File: src/rtl/mem_arb_pkg.sv
// Shared types and constants for the two-port memory arbiter.
// Round-robin arbitration is selected at build time by MEM_ARB_RR_EN.
package mem_arb_pkg;

   localparam int unsigned READ_LAT_DEF = 2;
   localparam int unsigned AW           = 32;
   localparam int unsigned DW           = 32;
   localparam int unsigned CNT_W        = 3;

   typedef enum logic [1:0] {
      ST_IDLE   = 2'd0,
      ST_ACCESS = 2'd1,
      ST_RESP   = 2'd2
   } state_e;

   typedef enum logic {
      REQ_IF = 1'b0,
      REQ_LS = 1'b1
   } req_id_e;

   // Access captured at grant time and replayed to memory during ACCESS
   typedef struct packed {
      logic          we;
      logic [AW-1:0] addr;
      logic [DW-1:0] wdata;
      req_id_e       id;
   } mem_req_t;

endpackage

File: src/rtl/mem_arb_pick.sv
// Combinational winner selection between fetch and load/store requesters.
// MEM_ARB_RR_EN: round-robin with a priority pointer; otherwise fixed ls-over-if.
module mem_arb_pick
   import mem_arb_pkg::*;
(
   input  logic    clock,
   input  logic    reset,
   input  logic    if_req,
   input  logic    ls_req,
   input  logic    grant,
   output logic    any_c,
   output req_id_e winner_c
);

   assign any_c = if_req | ls_req;

`ifdef MEM_ARB_RR_EN
   req_id_e prio;

   // Priority goes to whichever requester was not granted last
   always_ff @(posedge clock) begin
      if (reset) begin
         prio <= REQ_LS;
      end else if (grant) begin
         prio <= (winner_c == REQ_LS) ? REQ_IF : REQ_LS;
      end
   end

   always_comb begin
      winner_c = REQ_LS;
      if (if_req && ls_req) begin
         winner_c = prio;
      end else if (if_req) begin
         winner_c = REQ_IF;
      end
   end
`else
   logic unused_pick;

   assign unused_pick = ^{clock, reset, grant};

   always_comb begin
      winner_c = REQ_LS;
      if (!ls_req && if_req) begin
         winner_c = REQ_IF;
      end
   end
`endif

endmodule

File: src/rtl/mem_arbiter.sv
// Single-port memory arbiter serving instruction fetch and load/store.
// Define MEM_ARB_RR_EN for round-robin arbitration (default: fixed ls priority).
module mem_arbiter
   import mem_arb_pkg::*;
#(
   parameter int unsigned READ_LAT = READ_LAT_DEF
) (
   input  logic          clock,
   input  logic          reset,
   input  logic          if_req,
   input  logic [AW-1:0] if_addr,
   output logic          if_gnt,
   output logic          if_valid,
   output logic [DW-1:0] if_rdata,
   input  logic          ls_req,
   input  logic          ls_we,
   input  logic [AW-1:0] ls_addr,
   input  logic [DW-1:0] ls_wdata,
   output logic          ls_gnt,
   output logic          ls_valid,
   output logic [DW-1:0] ls_rdata,
   output logic [AW-1:0] mem_addr,
   output logic          mem_wr,
   output logic [DW-1:0] mem_wdata,
   input  logic [DW-1:0] mem_rdata,
   output logic          busy
);

   state_e           state;
   state_e           state_nxt;
   logic [CNT_W-1:0] cnt;
   logic [CNT_W-1:0] cnt_nxt;
   mem_req_t         cur;
   mem_req_t         cur_nxt;
   logic             any_c;
   req_id_e          winner_c;
   logic             grant_c;
   logic             last_c;

   mem_arb_pick u_pick (
      .clock    (clock),
      .reset    (reset),
      .if_req   (if_req),
      .ls_req   (ls_req),
      .grant    (grant_c),
      .any_c    (any_c),
      .winner_c (winner_c)
   );

   // Final ACCESS cycle: read data is sampled on the closing edge
   assign last_c = (state == ST_ACCESS) && (cnt == '0);

   always_ff @(posedge clock) begin
      if (reset) begin
         state    <= ST_IDLE;
         cnt      <= '0;
         cur      <= '0;
         if_valid <= 1'b0;
         ls_valid <= 1'b0;
         if_rdata <= '0;
         ls_rdata <= '0;
      end else begin
         state    <= state_nxt;
         cnt      <= cnt_nxt;
         cur      <= cur_nxt;
         if_valid <= last_c && (cur.id == REQ_IF);
         ls_valid <= last_c && (cur.id == REQ_LS);
         if (last_c && !cur.we) begin
            if (cur.id == REQ_IF) begin
               if_rdata <= mem_rdata;
            end else begin
               ls_rdata <= mem_rdata;
            end
         end
      end
   end

   // Next state, grant and capture of the winning request
   always_comb begin
      state_nxt = state;
      cnt_nxt   = cnt;
      cur_nxt   = cur;
      grant_c   = 1'b0;
      case (state)
         ST_IDLE: begin
            if (any_c && !reset) begin
               grant_c    = 1'b1;
               cur_nxt.id = winner_c;
               if (winner_c == REQ_LS) begin
                  cur_nxt.we    = ls_we;
                  cur_nxt.addr  = ls_addr;
                  cur_nxt.wdata = ls_wdata;
               end else begin
                  cur_nxt.we    = 1'b0;
                  cur_nxt.addr  = if_addr;
                  cur_nxt.wdata = '0;
               end
               cnt_nxt   = cur_nxt.we ? '0 : CNT_W'(READ_LAT - 1);
               state_nxt = ST_ACCESS;
            end
         end
         ST_ACCESS: begin
            if (cnt == '0) begin
               state_nxt = ST_RESP;
            end else begin
               cnt_nxt = cnt - CNT_W'(1);
            end
         end
         ST_RESP: begin
            state_nxt = ST_IDLE;
         end
         default: begin
            state_nxt = ST_IDLE;
         end
      endcase
   end

   assign if_gnt    = grant_c && (winner_c == REQ_IF);
   assign ls_gnt    = grant_c && (winner_c == REQ_LS);
   assign busy      = (state != ST_IDLE);
   assign mem_addr  = (state == ST_ACCESS) ? {cur.addr[AW-1:2], 2'b00} : '0;
   assign mem_wr    = (state == ST_ACCESS) && cur.we;
   assign mem_wdata = mem_wr ? cur.wdata : '0;

endmodule

File: config.mk
export PLATFORM = sky130hd
export DESIGN_NAME = mem_arbiter
export DESIGN_NICKNAME = d
export VERILOG_FILES = /design/src/rtl/mem_arb_pkg.sv /design/src/rtl/mem_arb_pick.sv /design/src/rtl/mem_arbiter.sv
export SDC_FILE = /design/constraint.sdc
export NUM_CORES = 1
export LEC_CHECK = 0
export ABC_AREA = 1
export CELL_PAD_IN_SITES_DETAIL_PLACEMENT = 1
export CELL_PAD_IN_SITES_GLOBAL_PLACEMENT = 1
export CORE_UTILIZATION = 32
export CTS_BUF_LIST = sky130_fd_sc_hd__clkbuf_8
export CTS_CLUSTER_SIZE = 12
export DETAILED_ROUTE_END_ITERATION = 10
export PLACE_DENSITY = 0.88
export SETUP_SLACK_MARGIN = 0.4
export SYNTH_ARGS = -nofsm -noshare
export SYNTH_HDL_FRONTEND = slang
export SYNTH_HIERARCHICAL = 1
export SYNTH_SLANG_ARGS = --single-unit
File: constraint.sdc
create_clock -name clock -period 2.1 [get_ports clock]
set_clock_uncertainty 0.15 [all_clocks]
set_input_delay 0.525 -clock clock [delete_from_list [all_inputs] [get_ports clock]]
set_output_delay 0.525 -clock clock [all_outputs]
set_load 0.1 [all_outputs]
# Word-level counts from Yosys, hierarchy flattened
# Index checks and enable logic that the tools add are counted.
# W data, S select, Z words.
# totals
ff_bits	137
inputBits	133
output_inout_bits	134
# classes
n_addsub	1
n_eq_ne	4
muxes	15
bitwise_logic	2
n_reduce_logical	21
# op_table
cell	count
$mux W65	3
$mux W32	2
$logic_and A1 B1 Y1	9
$reduce_and A2 Y1	4
$mux W3	2
$pmux W3 S2	1
$mux W1	4
$mux W2	2
$ne A2 B2 Y1 const B	2
$pmux W2 S2	1
$reduce_bool A2 Y1	2
$logic_not A1 Y1	3
$logic_not A3 Y1	1
$reduce_and A3 Y1	1
$sub A3 B1 Y3 const B	1
$eq A2 B1 Y1 const B	1
$logic_not A2 Y1	1
$ne A2 B1 Y1 const B	1
$not A1 Y1	1
$or A1 B1 Y1	1

# Longest topological paths before layout
# Gate-level depths: netlist (run 1).
# depth
ltp_word	8
mapped_depth	10
depth_no_buf	9

# Modules after synthesis
# The synthesis (run 1) kept the hierarchy.
# by_module_without_submodules
mod	n_inst	cells_per_inst	area_each_um2
mem_arbiter	1	952	6213.5
mem_arb_pick	1	4	15.0

# Worst setup path before layout (run 1)
# No wires, ideal clock.
# synth_path
path_kind	register -> output
startpoint	register state[0]
endpoint	output mem_wdata[10]
arrival_ns	3.534
t_required_ns	1.425
path_slack_ns	-2.109
stages_incl_launch_ff	6
path_buffers	1
cell_sequence	dfxtp_1 > nand2_2 > nor2_1 > inv_1 > buf_2 > nor2_1
# synth_via
elab_chain_len	3
# synth_lines
element	line_no	source
start, declared	mem_arbiter.sv:29	state_e state;
start signal, assigned	mem_arbiter.sv:63	state <= state_nxt;
$eq A2 B1 Y1	mem_arbiter.sv:122	assign mem_wr = (state == ST_ACCESS) && cur.we;
$logic_and A1 B1 Y1	mem_arbiter.sv:122	
via mem_wr	mem_arbiter.sv:23	output logic mem_wr,
$mux W32	mem_arbiter.sv:123	assign mem_wdata = mem_wr ? cur.wdata : '0;
end, declared	mem_arbiter.sv:24	output logic [DW-1:0] mem_wdata,
# The timed path passes the listed nets, and every way through them passes these cells.

# Worst setup path in the final report (run 1)
# layout_path
startpoint	register state[1]
endpoint	output mem_wdata[31]
# layout_via
elab_chain_len	3
# layout_lines
element	line_no
$eq A2 B1 Y1	mem_arbiter.sv:122
$logic_and A1 B1 Y1	mem_arbiter.sv:122
$mux W32	mem_arbiter.sv:123
# Every way passes these cells.

==> run summary, run 1 <==
PwrDens = 651.1 mW/mm2
FF-to-FF path depth = 12
WL met2 = 18680 um
Vias in the first global route = 8028
TritonCTS Buffers = 17
Worst skew pair latency = 480 ps
Vias/cell = 5.184
Fin nets = 1371
Final Hold Fails = 0
Place WS = -499.7 ps
Worst-margin pin slew = 698.2 ps
CP Launch Type = flip-flop
Clk Tree Root Cell = clkbuf_8
Post-layout min period = 2463 ps
Min-Delay Path Class = reg -> reg
Row Count = 50
Leakage dissipation = 5.003 nW
IO Port Bufs = 260
Synth Register Bits = 135
First-pass GRT wire length = 43060 um
CTS tree = built
# DRC = 0
Max-cap viol count = 0
Io pins = 267
Routed vias = 7822
Hold endpoint = cur[11]$_SDFFE_PP0P_
Critical path fanouts, max = 8
Register area share after synthesis = 0.4339
Fillers = 2072
Sw Share = 0.3740
Die Area = 0.02003 mm2
Wl on met1 = 12720 um
Reg2reg setup slack = -200 ps
Clock share of power = 0.305
Gr ovfl total = 0
Comb pwr share = 0.344
CP Capture Type = primary output
Run status = finished, violations left
WP data arrival = 1790 ps
FF-to-FF Start = state[1]$_SDFFE_PP0P_
Int Pwr = 0.005119 W
Chip width = 141.5 um
Maximum vdd drop = 0.4490 mV
Initial antenna violation count = 1
Clock sink total = 135
Commonest non-fill, non-tap cell in the layout = nand2_1
RD Place Congestion = 0.7509
Seq pwr share = 0.351
CTS max path bufs = 2
Most frequent cells in the layout = nand2_1 (269), buf_12 (140), clkdlybuf4s50_1 (125)
Routed Antenna Nets = 0
Mapped Avg Cell Area = 6.515 um2
Total global-route track usage = 0.2854
Hold Path Cell Cnt = 2
Worst reg2reg path endpoint = if_rdata[11]$_SDFFE_PP0P_
Synth cell types = 21
Met3 Routed Length = 2427 um
Detailed Place HPWL = 17660 um
Total power = 0.008178 W
DRT iter0 DRCs = 456
Largest net degree at the start of global routing = 66
Most used flip-flop cell after synthesis = dfxtp_1
Hold_sp = cur[11]$_SDFFE_PP0P_
Die Height = 141.5 um
Hold_buf cts = 0
DR top layer = met4
Worst EP required = 1420 ps
Wire per inst = 23.61 um
Setup-failing EPs final = 128
Slew headroom = 0.5345
Asr flop ratio synth = 0
Synth Warn # = 6
Failing checks = negative setup slack
Synthesized area = 0.006228 mm2
WL final = 35630 um
Initial core utilization = 0.3297
Reg clk slew, reported paths = 80 ps
Final period utilization = 1.173
Unrepaired setup endpoints after global routing = yes
Synthesized instance count = 956
Number of synthesized flops with an enable pin = 0
Max-slew violation count = 0
Core area = 0.01889 mm2
Fmax = 406.0 MHz
WS Path Type = reg -> out
1st-pass router iterations = 5
Min setup slack post-route = -363.1 ps
Htree depth = 4
Layout cells sized above 1 = 0.3574
Area Overhead vs Synth = 101.6%
Psw = 0.003058 W
==> power by group through the flow <==
stage,Sequential [W],Combinational [W],Clock (W)
4_1_cts,0.00286,0.00242,0.00246
2_1_floorplan,0.00335,0.000907,0
3_3_place_gp,0.00289,0.00217,0
5_1_grt,0.00289,0.00290,0.00260
6_report,0.00287,0.00281,0.00249
3_5_place_dp,0.00291,0.00223,0
==> cell families (layout without fill, tap and decap cells) <==
kind of cell               count (synthesis)  count (layout)  synth area share
DFF                                      135             135            0.4339
AOI/OAI and AO/OA                         69              69           0.05544
buffers and inverters                    180             471            0.1262
other                                      1               3         0.0006021
adders and majority gates                  2               2          0.004017
and+or+nand+nor                          569             569            0.3799
==> critical path: stages (launching register included) <==
cell,delay (ps)
dfxtp_2,340
inv_2,80
nand2_4,60
nor2_4,190
inv_6,100
buf_16,180
nor2_4,150
buf_12,190
==> how the worst max path moves through the flow <==
stage                          startpoint             endpoint  slack (ps)  depth (start not counted)
finish              state[1]$_SDFFE_PP0P_        mem_wdata[31]        -360                          7
global route        state[1]$_SDFFE_PP0P_        mem_wdata[31]        -400                          7
CTS                 state[1]$_SDFFE_PP0P_        mem_wdata[31]        -310                          7
detailed placement                 ls_req  cnt[2]$_SDFFE_PP0P_        -500                         11
global placement                   ls_req  cnt[2]$_SDFFE_PP0P_        -460                         11
floorplan           state[1]$_SDFFE_PP0P_        mem_wdata[10]        -440                          6
==> routing by layer <==
metal / up-vias / track usage
met5: - / 0
met4: 0 / 0.1358
met3: 120 / 0.09484
met2: 390 / 0.5466
met1: 3829 / 0.2727
li1: 3483 / -
==> sequential cells by signal, indices dropped and copies added (netlist names) <==
| signal | flops |
|---|---|
| ls_valid | 1 |
| state | 2 |
| cnt | 3 |
| cur | 64 |
| ls_rdata | 32 |
| if_rdata | 32 |
| if_valid | 1 |
==> Yosys cell counts, types with 3 or more instances <==
| master | number | area [um2] |
|---|---|---|
| buf_4 | 11 | 82.58 |
| nand4_1 | 64 | 400.4 |
| dfxtp_1 | 135 | 2703 |
| o21ai_0 | 3 | 15.01 |
| a21oi_1 | 66 | 330.3 |
| inv_1 | 107 | 401.6 |
| nor2_2 | 14 | 87.58 |
| nand2_1 | 295 | 1107 |
| buf_1 | 22 | 82.58 |
| nor2_1 | 189 | 709.4 |
| nor2_4 | 3 | 33.78 |
| clkbuf_1 | 15 | 56.30 |
| buf_2 | 13 | 65.06 |
| inv_2 | 4 | 15.01 |
| buf_6 | 7 | 78.83 |
==> what timing repair did <==
action,in CTS,in global routing
buffers inserted,14,9
cloned,9,14
setup endpoints to repair,251,238
pin swaps,9,28
resized for setup,94,97
==> cell type report <==
class                      instances  area (um2)  area share
sequential                       135        2815      0.2241
multi-input combinational        642        3508      0.2793
tap                              260       325.3     0.02590
clock buffer                      18       247.7     0.01973
antenna                            1       2.502   0.0001992
inverter                         112       444.2     0.03537
timing repair buffer             328        5036      0.4010
clock inverter                    13       180.2     0.01435
==> stage by stage <==
stage                     hold slack [ps]  instance area (um2)  utilization  TNS [ps]  instances
after global routing                343.7                12560       0.6648    -25290       1509
after floorplan                     293.6                 6813            -    -13050        957
after CTS                           321.6                11810       0.6248    -15600       1485
after global placement              302.0                10860       0.5750    -19210       1431
after detailed placement            307.7                10860       0.5750    -24840       1431
final                               327.1                12560       0.6648    -20300       1509
Note: power is estimated with default switching activity, not from simulation.
==> run 2: changes to the inputs <==
--- a/config.mk
+++ b/config.mk
@@ -12,6 +12,7 @@
 export CTS_BUF_LIST = sky130_fd_sc_hd__clkbuf_8
 export CTS_CLUSTER_SIZE = 12
 export DETAILED_ROUTE_END_ITERATION = 10
+export HOLD_SLACK_MARGIN = 0.05
 export PLACE_DENSITY = 0.88
 export SETUP_SLACK_MARGIN = 0.4
 export SYNTH_ARGS = -nofsm -noshare
==> results of run 2 <==
No change in the layout: final DEF, timing and power equal those of run 1.
==> run 3: changes to the inputs <==
--- a/config.mk
+++ b/config.mk
@@ -14,6 +14,7 @@
 export DETAILED_ROUTE_END_ITERATION = 10
 export HOLD_SLACK_MARGIN = 0.05
 export PLACE_DENSITY = 0.88
+export REMOVE_ABC_BUFFERS = 1
 export SETUP_SLACK_MARGIN = 0.4
 export SYNTH_ARGS = -nofsm -noshare
 export SYNTH_HDL_FRONTEND = slang
==> run summary, run 3 (synthesis gave the netlist of run 1 again) <==
Psw = 0.003102 W
Vias/cell = 5.517
Worst EP required = 1420 ps
Routed Antenna Nets = 0
Post-route cell area = 0.01229 mm2
CP Launch Type = flip-flop
Fillers = 2107
# DRC = 0
Layout cells sized above 1 = 0.3478
Post-layout min period = 2488 ps
Hold_buf cts = 0
Seq pwr share = 0.348
Detailed Place HPWL = 17810 um
Sw Share = 0.3717
Gr ovfl total = 0
Placed inst area = 0.01036 mm2
Int Pwr = 0.005243 W
CTS tree = built
Min setup slack post-route = -388.4 ps
Failing checks = negative setup slack
Htree depth = 4
Slew headroom = 0.6185
WS Path Type = reg -> out
FF-to-FF Start = state[1]$_SDFFE_PP0P_
WP data arrival = 1810 ps
Largest net degree at the start of global routing = 45
TritonCTS Buffers = 17
Total global-route track usage = 0.3608
Maximum vdd drop = 0.5452 mV
Worst-margin pin slew = 572.3 ps
Reg clk slew, reported paths = 90 ps
RD Place Congestion = 0.7739
Area Overhead vs Synth = 97.35%
First-pass GRT wire length = 53310 um
Most frequent cells in the layout = nand2_1 (290), buf_12 (143), clkdlybuf4s50_1 (125)
Max reg flops = 64
Final period utilization = 1.185
Reg with most FFs = cur
Chip width = 141.5 um
Post-placement cell count = 1433
IO Port Bufs = 260
Initial core utilization = 0.3297
Unrepaired setup endpoints after global routing = yes
Comb pwr share = 0.325
Worst skew pair latency = 480 ps
Final Hold Fails = 0
Wire per inst = 27.42 um
1st-pass router iterations = 7
Place WS = -476.0 ps
WL final = 41350 um
Max-cap viol count = 0
Min-Delay Path Class = reg -> reg
Setup-failing EPs final = 69
CTS max path bufs = 2
Die Area = 0.02003 mm2
Critical path origin = state[1]$_SDFFE_PP0P_
Clock sink total = 135
Io pins = 267
DRT iter0 DRCs = 791
Clk Tree Root Cell = clkbuf_8
Leakage dissipation = 4.920 nW
Row Count = 50
Commonest non-fill, non-tap cell in the layout = nand2_1
Core area = 0.01889 mm2
PwrDens = 678.9 mW/mm2
Final Non-Filler Cells = 1508
Run status = finished, violations left
Initial antenna violation count = 3
Fmax = 401.9 MHz
Hold_sp = cur[42]$_SDFFE_PP0P_
Fin nets = 1367
Max-slew violation count = 0
Routed vias = 8320
Vias in the first global route = 8747
Regs by FF count = cur: 64 flops, if_rdata: 32 flops, ls_rdata: 32 flops
Clock share of power = 0.326
Critical path fanouts, max = 8
CP Capture Type = primary output
Die Height = 141.5 um
Total power = 0.008345 W
==> run 3: cell count changes in the layout (fill, tap and decap cells not counted), moves of 4 or more <==
cell | before | now
nand2_1 | 269 | 290
nor2_2 | 16 | 34
nand2_4 | 19 | 3
nor2_1 | 121 | 106
clkbuf_16 | 12 | 0
a21oi_1 | 47 | 54
a21oi_2 | 18 | 11
clkinvlp_4 | 7 | 1
dfxtp_2 | 57 | 62
nand2_2 | 8 | 4
==> run 3: path summary, 6_finish.rpt <==
kind	to	slack, ps	cells after the start
hold / removal	cur[42]$_SDFFE_PP0P_	320	2
hold reg to reg	cur[42]$_SDFFE_PP0P_	320	2
setup reg to reg	if_rdata[5]$_SDFFE_PP0P_	-90	9
setup / recovery	mem_wdata[21]	-390	7
==> run 3: power by group through the flow <==
stage | Sequential (W) | Clock [W] | Combinational, W
floorplan | 0.00337 | 0 | 0.000693
global placement | 0.00289 | 0 | 0.00208
detailed placement | 0.00290 | 0 | 0.00214
CTS | 0.00287 | 0.00262 | 0.00248
global route | 0.00292 | 0.00284 | 0.00279
finish | 0.00291 | 0.00272 | 0.00272
==> run 3: layout make-up <==
type | instances | area (um2) | share of cell area
repair buffers | 324 | 4886 | 0.3975
multi-input cells | 642 | 3359 | 0.2733
flip-flops and latches | 135 | 2810 | 0.2286
inverters | 112 | 430.4 | 0.03502
well taps | 260 | 325.3 | 0.02647
clock buffers | 20 | 275.3 | 0.02239
clock inverters | 12 | 197.7 | 0.01608
diodes | 3 | 7.507 | 0.0006107
==> run 3: metrics by stage <==
stage	util	hold slack, ps	TNS [ps]
after floorplan	-	289.3	-180440
after global placement	0.5483	301.7	-13330
after detailed placement	0.5483	307.6	-19630
after CTS	0.6407	320.4	-12600
after global routing	0.6506	334.9	-20500
final	0.6506	322.0	-18050
==> run 3: metal layers <==
| metal | global-route usage | routed length [um] | share of wire |
|---|---|---|---|
| met5 | 0 | 0 | 0 |
| met4 | 0.2728 | 4030 | 0.097 |
| met3 | 0.09450 | 3024 | 0.073 |
| met2 | 0.6470 | 20190 | 0.49 |
| met1 | 0.3586 | 14100 | 0.34 |
==> run 3: what timing repair did <==
| item | in CTS | in global routing |
|---|---|---|
| setup buffers | 22 | 4 |
| cloned | 14 | 0 |
| resized for setup | 252 | 44 |
| endpoints found under the setup margin | 264 | 261 |
| pin swaps | 35 | 24 |
==> run 3: critical path: stages (launching register included) <==
cell and delay, ps:
dfxtp_4 370, inv_4 70, nand2_4 60, nor2_4 180, inv_6 90, buf_16 170, nor2_4 160, buf_12 200
